[src/rtl/hilo_pkg.sv]
// hilo_pkg: op codes, FSM state encoding and divide step count shared by the
// HI/LO multiply/divide sequencer and its divide datapath.
// Also holds a small helper to classify legal HI/LO op codes.
package hilo_pkg;

   // Op codes presented by the execute stage (0 and 7 are ignored)
   localparam logic [2:0] OP_MULT  = 3'd1;
   localparam logic [2:0] OP_MULTU = 3'd2;
   localparam logic [2:0] OP_DIV   = 3'd3;
   localparam logic [2:0] OP_DIVU  = 3'd4;
   localparam logic [2:0] OP_MTHI  = 3'd5;
   localparam logic [2:0] OP_MTLO  = 3'd6;

   // Sequencer states
   localparam logic [1:0] ST_IDLE  = 2'd0;
   localparam logic [1:0] ST_MUL   = 2'd1;
   localparam logic [1:0] ST_DIV   = 2'd2;
   localparam logic [1:0] ST_WRITE = 2'd3;

   localparam int DIV_STEPS = 32;

   function automatic logic is_legal_op(input logic [2:0] op);
      return (op >= OP_MULT) && (op <= OP_MTLO);
   endfunction

endpackage

[src/rtl/hilo_div_core.sv]
// hilo_div_core: unsigned 32/32 restoring divider, one quotient bit per step.
// Latency: DIV_STEPS step_en cycles after start; done pulses with the last step.
// Backpressure: none; the owner simply withholds step_en to pause or abandon.
// Ports: Clk/Rst (sync, active-high); start loads dividend/divisor magnitudes
// and clears the step counter; step_en runs one step; done marks the final
// step; quotient/remainder are the register contents after the current step.
import hilo_pkg::*;

module hilo_div_core (
   input  logic        Clk,
   input  logic        Rst,
   input  logic        start,
   input  logic        step_en,
   input  logic [31:0] dividend,
   input  logic [31:0] divisor,
   output logic        done,
   output logic [31:0] quotient,
   output logic [31:0] remainder
);

   logic [63:0] rem_quo;       // {partial remainder, dividend/quotient bits}
   logic [31:0] divisor_q;
   logic [4:0]  cnt;
   logic [32:0] rem_shift;     // remainder after shifting in the next dividend bit
   logic [33:0] diff;          // extra MSB is the borrow of the trial subtract
   logic [63:0] rem_quo_next;

   assign rem_shift = rem_quo[63:31];
   assign diff      = {1'b0, rem_shift} - {2'b00, divisor_q};

   // Remainder never exceeds the divisor, so the restored difference fits in 32 bits
   assign rem_quo_next = diff[33] ? {rem_quo[62:0], 1'b0}
                                  : {diff[31:0], rem_quo[30:0], 1'b1};

   assign done      = step_en && (cnt == 5'(DIV_STEPS - 1));
   assign quotient  = rem_quo_next[31:0];
   assign remainder = rem_quo_next[63:32];

   always_ff @(posedge Clk) begin
      if (Rst) begin
         rem_quo   <= '0;
         divisor_q <= '0;
         cnt       <= '0;
      end else if (start) begin
         rem_quo   <= {32'd0, dividend};
         divisor_q <= divisor;
         cnt       <= '0;
      end else if (step_en) begin
         rem_quo   <= rem_quo_next;
         cnt       <= cnt + 5'd1;
      end
   end

endmodule

[src/rtl/hilo_mdu_ctrl.sv]
// hilo_mdu_ctrl: multiply/divide sequencer owning every HI/LO register write.
// Latency: W_en in cycle 1 (MTHI/MTLO/div-by-0), 2 (MULT*), 33 (DIV*) after accept.
// Backpressure: while Busy, any new op or MFHI/MFLO read is held via Stall.
// Ports: Clk/Rst (sync, active-high); Op_valid/Op/Src_a/Src_b op request;
// Cancel aborts in-flight work; Hilo_read flags a decode-stage MFHI/MFLO;
// Hi_cur/Lo_cur feed the untouched half on MTHI/MTLO; Busy/Stall pipeline
// status; W_en single-cycle write strobe with registered High/Low data.
import hilo_pkg::*;

module hilo_mdu_ctrl (
   input  logic        Clk,
   input  logic        Rst,
   input  logic        Op_valid,
   input  logic [2:0]  Op,
   input  logic [31:0] Src_a,
   input  logic [31:0] Src_b,
   input  logic        Cancel,
   input  logic        Hilo_read,
   input  logic [31:0] Hi_cur,
   input  logic [31:0] Lo_cur,
   output logic        Busy,
   output logic        Stall,
   output logic        W_en,
   output logic [31:0] High,
   output logic [31:0] Low
);

   logic [1:0]  state;
   logic [31:0] op_a, op_b;
   logic        mul_signed, sign_q, sign_r;

   logic        accept, is_mul, is_div, div_signed, div_zero;
   logic [31:0] a_mag, b_mag;
   logic        div_start, div_step, div_done;
   logic [31:0] div_quo, div_rem;
   logic signed [65:0] product;

   assign accept     = Op_valid && !Cancel && (state == ST_IDLE) && is_legal_op(Op);
   assign is_mul     = (Op == OP_MULT) || (Op == OP_MULTU);
   assign is_div     = (Op == OP_DIV)  || (Op == OP_DIVU);
   assign div_signed = (Op == OP_DIV);
   assign div_zero   = (Src_b == 32'd0);

   assign a_mag = (div_signed && Src_a[31]) ? (~Src_a + 32'd1) : Src_a;
   assign b_mag = (div_signed && Src_b[31]) ? (~Src_b + 32'd1) : Src_b;

   assign div_start = accept && is_div && !div_zero;
   assign div_step  = (state == ST_DIV) && !Cancel;

   // One extra operand bit makes a single signed multiply cover MULT and MULTU
   assign product = $signed({mul_signed & op_a[31], op_a}) *
                    $signed({mul_signed & op_b[31], op_b});

   assign Busy  = (state != ST_IDLE);
   assign Stall = Busy && (Op_valid || Hilo_read);
   assign W_en  = (state == ST_WRITE) && !Cancel;

   hilo_div_core u_div (
      .Clk       (Clk),
      .Rst       (Rst),
      .start     (div_start),
      .step_en   (div_step),
      .dividend  (a_mag),
      .divisor   (b_mag),
      .done      (div_done),
      .quotient  (div_quo),
      .remainder (div_rem)
   );

   always_ff @(posedge Clk) begin
      if (Rst) begin
         state      <= ST_IDLE;
         High       <= '0;
         Low        <= '0;
         op_a       <= '0;
         op_b       <= '0;
         mul_signed <= 1'b0;
         sign_q     <= 1'b0;
         sign_r     <= 1'b0;
      end else begin
         case (state)
            ST_IDLE: begin
               if (accept) begin
                  op_a       <= Src_a;
                  op_b       <= Src_b;
                  mul_signed <= (Op == OP_MULT);
                  sign_q     <= div_signed && (Src_a[31] ^ Src_b[31]);
                  sign_r     <= div_signed && Src_a[31];
                  if (is_mul) begin
                     state <= ST_MUL;
                  end else if (is_div) begin
                     if (div_zero) begin
                        High  <= Src_a;
                        Low   <= 32'hFFFF_FFFF;
                        state <= ST_WRITE;
                     end else begin
                        state <= ST_DIV;
                     end
                  end else if (Op == OP_MTHI) begin
                     High  <= Src_a;
                     Low   <= Lo_cur;
                     state <= ST_WRITE;
                  end else begin
                     High  <= Hi_cur;
                     Low   <= Src_a;
                     state <= ST_WRITE;
                  end
               end
            end
            ST_MUL: begin
               if (Cancel) begin
                  state <= ST_IDLE;
               end else begin
                  {High, Low} <= product[63:0];
                  state       <= ST_WRITE;
               end
            end
            ST_DIV: begin
               if (Cancel) begin
                  state <= ST_IDLE;
               end else if (div_done) begin
                  Low   <= sign_q ? (~div_quo + 32'd1) : div_quo;
                  High  <= sign_r ? (~div_rem + 32'd1) : div_rem;
                  state <= ST_WRITE;
               end
            end
            default: state <= ST_IDLE;   // WRITE lasts exactly one cycle
         endcase
      end
   end

endmodule

[config.mk]
export PLATFORM = sky130hd
export DESIGN_NAME = hilo_mdu_ctrl
export DESIGN_NICKNAME = d
export VERILOG_FILES = /design/src/rtl/hilo_pkg.sv /design/src/rtl/hilo_div_core.sv /design/src/rtl/hilo_mdu_ctrl.sv
export SDC_FILE = /design/constraint.sdc
export NUM_CORES = 2
export LEC_CHECK = 0
export ABC_CLOCK_PERIOD_IN_PS = 7600
export CAP_MARGIN = 30
export CORE_UTILIZATION = 50
export CTS_CLUSTER_SIZE = 10
export DETAILED_ROUTE_END_ITERATION = 16
export PLACE_DENSITY = 0.77
export SYNTH_ARGS = -nofsm -noshare
export SYNTH_HDL_FRONTEND = slang
export SYNTH_SLANG_ARGS = --single-unit
[constraint.sdc]
create_clock -name Clk -period 7.6 [get_ports Clk]
set_input_delay 1.52 -clock Clk [delete_from_list [all_inputs] [get_ports Clk]]
set_output_delay 1.52 -clock Clk [all_outputs]
set_load 0.01 [all_outputs]
==> results.txt <==
----------------------------------------------------
[Global route]
  Via count of the first global-routing pass ... 48899
  Overall fraction of global-route tracks in use ... about a third
  Gr ovfl total ... 0
  Initial antenna violation count ... 4
  Global-route wire length before repair ... between 200000 and 300000 um
  Pin count of the biggest net entering global routing ... 107

[Place]
  Routability congestion estimate from global placement ... between 0.9 and 1
  Detailed-placement wirelength estimate ... around 140000 um
  Placement Cell Area ... around 60000 um2
  Number of cells in the design after placement ... between 8000 and 9000
  Number of input and output port buffers inserted ... around 200
  Pre-CTS setup slack ... -0.798 ns

[Cells and area]
  Total area of sequential cells ... roughly 4700 um2
  Fraction of final layout cells sized beyond drive strength 1 ... between 10% and 20%
  Post-synthesis to final-layout area growth ... 18.6%
  Post-Layout Inst Area ... about 63000 um2
  Non-filler instance count after layout ... 8139
  Net total in the final layout ... ~8300
  Fillers ... 8817
  Multi-input gate area ... 44400 um2

[Synth]
  Number of distinct library cells after synthesis ... between 90 and 100
  Synthesized-area fraction occupied by and/or/nand/nor cells ... between 10% and 20%
  Netlist area before placement ... around 53000 um2
  Post-Synth XOR/XNOR Area ... between 3 and 4%
  Mux cell area share after synthesis ... less than 1%
  Compound-cell area share of the yosys netlist ... between 10% and 20%
  Synth Warn # ... 0
  Number of register bits inferred by synthesis ... approximately 230
  Portion of the post-synthesis area used by sequential elements ... 8.76%
  Net count of the mapped netlist ... just under 8000
  Synthesized-area fraction occupied by adder cells ... 48.1%
  Async set-reset flop share out of synthesis ... 0%
  Number of enable-type register cells in the synthesized netlist ... 0
  Combinational family with the most area after synthesis ... adder cells
  Main synth FF type ... dfxtp_1
  Synth Instances ... around 6300
  Synthesized area per cell ... 8.44 um2

[Die]
  Floorplan die height ... roughly 330 um
  Area of the die ... around 110000 um2
  FP Rows ... between 100 and 150
  Number of ports placed on the die boundary ... a little over 200
  Initial standard-cell utilization of the core ... just over 50%
  Horiz. Die Dim ... 329 um
  Core Footprint ... approximately 110000 um2

[CTS]
  Clock latency at the later pin of the worst-skew pair ... 0.58 ns
  Buffer type at the clock tree root ... clkbuf_16
  Clock tree sinks ... ~230
  CTS tree ... done
  CTS Buf Count ... 29
  Hold_buf cts ... 0
  Worst-path clk slew ... 0.07 ns
  Max Buffers Root-to-Sink ... 3
  Number of H-tree branching levels ... 1

[Power and ir drop]
  Portion of total power attributed to the clock network ... between 10% and 20%
  Peak supply drop ... approximately 0.00042 V
  Static leakage power ... ~0.03 uW
  Combinational fraction of design power ... between 70% and 80%
  Switching fraction of total power ... between 50% and 60%
  Power Density ... 174 nW/um2
  Overall power after layout ... around 11000 uW
  Share of power burned in registers ... between 10% and 20%
  P_sw ... between 5000 and 6000 uW
  Total internal power ... just over 5000 uW

[STA]
  Tightest Pin Transition ... about 1 ns
  Setup slack of the critical path after layout ... -0.564 ns
  Fmax ... 122 MHz
  Setup violations, final ... 26
  Period Utilization, post-route ... 107%
  Number of max-slew violations in the final report ... 0
  Worst Clk Skew ... 0.0122 ns
  Worst-case headroom to the max-slew limit ... between 30% and 40%
  Unrepaired setup endpoints after global routing ... yes
  Shortest period the worst path allows ... roughly 8.2 ns
  Worst hold margin ... 0.451 ns
  Final Hold Viols ... 0

[Worst setup path]
  Arrival time at the worst endpoint ... between 8 and 9 ns
  Slack of the worst reg-to-reg path ... -0.56 ns
  Crit-path max FO ... 6
  Critical Path End ... High[25]
  Worst reg2reg startpoint ... mul_signed
  Start-to-end type of the worst setup path ... reg2reg
  Req. time, crit path ... between 8 and 9 ns
  Cell depth of the worst flop-to-flop path ... 26
  Category of the worst setup path launch point ... flop
  Capture instance of the worst register-to-register path ... High[25]
  Beginning of the critical path ... mul_signed
  CP endpoint kind ... flop

[Routing]
  Routed via count ... approximately 47000
  Antenna Nets Post-Route ... 0
  Violation count after the first detailed-routing iteration ... a little over 4000
  Post-DR wirelength/cell ... between 20 and 25 um
  Vias per std cell ... approximately 5.7
  Pre-antenna DRT Iters ... 14
  Routed wire length ... approximately 170000 um
  Count of unresolved DRC violations after routing ... 6

[Run]
  Max-cap violations ... 0

[Status]
  Violations in the final reports ... design-rule violations, negative setup slack
  Run status ... finished, violations left

[Worst hold path]
  Worst hold-check path type ... reg2reg

----------------------------------------------------
==> power by group through the flow <==
stage | logic [uW] | registers [uW] | clock network (uW)
after CTS | 7640 | 1710 | 1320
after global placement | 7360 | 1720 | 0
after floorplan | 4600 | 1710 | 0
final | 7960 | 1720 | 1320
after global routing | 8410 | 1740 | 1380
after detailed placement | 7460 | 1730 | 0
==> flip-flops by register name, summed over array words and instances (netlist names) <==
register / cells
sign_r: 1
Low: 32
High: 32
u_div.rem_quo: 64
op_a: 32
mul_signed: 1
u_div.divisor_q: 32
state: 2
u_div.cnt: 5
op_b: 32
sign_q: 1
==> what timing repair did <==
item	in CTS	in global routing
cloned	1	2
endpoints found under the setup margin	39	40
pin swaps	84	89
resized for setup	213	155
buffers inserted	31	19
==> stage by stage <==
stage               utilization [%]  setup TNS, ns
detailed placement             57.2         -15.49
global placement               57.2         -12.83
finish                         60.0          -7.60
global route                   60.0         -13.17
CTS                            59.2          -3.47
floorplan                         -         -0.779
==> Yosys cell counts, types with 47 or more instances <==
cell type / number / share of area [%]
dfxtp_1: 234 / 8.8
nand2_1: 1166 / 8.2
nand3_1: 60 / 0.56
nor3_1: 47 / 0.44
clkbuf_1: 371 / 2.6
ha_1: 255 / 6.0
fa_1: 1126 / 42
xor2_1: 90 / 1.5
o21ai_0: 94 / 0.88
a21oi_1: 256 / 2.4
nor2_1: 252 / 1.8
a211oi_1: 66 / 0.93
a311oi_1: 56 / 0.92
and2_1: 362 / 4.2
inv_1: 1194 / 8.4
xnor2_1: 112 / 1.8
==> final cells by class <==
type | count | area share, %
clock inverter | 2 | 0.0197
antenna | 3 | 0.0118
multi-input combinational | 4512 | 69.9
timing repair buffer | 760 | 11.4
inverter | 1196 | 7.09
clock buffer | 41 | 1.31
sequential | 234 | 7.48
tap | 1391 | 2.74
==> critical path, cell delays in order, from the launching register on <==
cell	delay, ns
dfxtp_4	0.38
buf_6	0.14
and3_4	0.15
fa_2	0.59
fa_2	0.48
fa_2	0.64
clkinvlp_4	0.17
buf_12	0.17
buf_8	0.12
fa_1	0.49
inv_2	0.04
fa_1	0.47
fa_1	0.57
inv_2	0.04
fa_1	0.45
fa_1	0.52
inv_2	0.05
ha_4	0.26
buf_4	0.13
nand3_2	0.07
or4_1	0.53
o32a_1	0.46
a31oi_4	0.32
a31oi_4	0.14
xnor2_2	0.29
a311oi_1	0.13
a211oi_1	0.26
==> cells by family after synthesis <==
family,after synthesis
AO/OA/AOI/OAI,818
adder cells (fa/ha/maj),1381
buffers and inverters,1589
XOR/XNOR,202
flip-flops,234
multiplexers,29
AND/OR/NAND/NOR,2082
==> routing by layer <==
metal / vias up / wire length, um / track usage [%]
met1: 23634 / 64100 / 39.9
met5: - / 18 / 0
met3: 539 / 12300 / 3.97
met4: 2 / 9490 / 15.1
met2: 2120 / 83400 / 53.3
li1: 20306 / - / -
==> layout by cell type (no fill, tap or decap), drive strengths merged, types with 15 or more instances in the layout <==
cell,Yosys,routed
buf,22,555
mux2i,24,24
xnor2,112,112
a311oi,56,56
a21oi,258,258
o21ai,99,99
a21o,43,43
o21a,23,23
clkbuf,371,43
a211oi,67,67
nand2,1168,1168
inv,1196,1194
nor3,47,47
nor4,18,18
xor2,90,90
a31oi,35,35
a221oi,37,37
and3,41,41
nand4,26,26
clkdlybuf4s50,0,201
fa,1126,1126
dfxtp,234,234
o211ai,19,19
or3,18,18
nor2b,15,15
and2,362,362
o41ai,15,15
nor2,253,253
nand3,60,60
o31ai,37,37
ha,255,255
nand2b,22,22
==> how the worst min path moves through the flow <==
stage	start	to	slack, ns	cells after the start
floorplan	u_div.divisor_q[18]	u_div.divisor_q[18]	0.43	2
global placement	Low[13]	Low[13]	0.43	1
detailed placement	Low[13]	Low[13]	0.44	1
CTS	Low[24]	Low[24]	0.45	2
global route	Low[13]	Low[13]	0.47	1
finish	u_div.divisor_q[18]	u_div.divisor_q[18]	0.45	2
No activity file was read; power rests on OpenSTA's default activity.
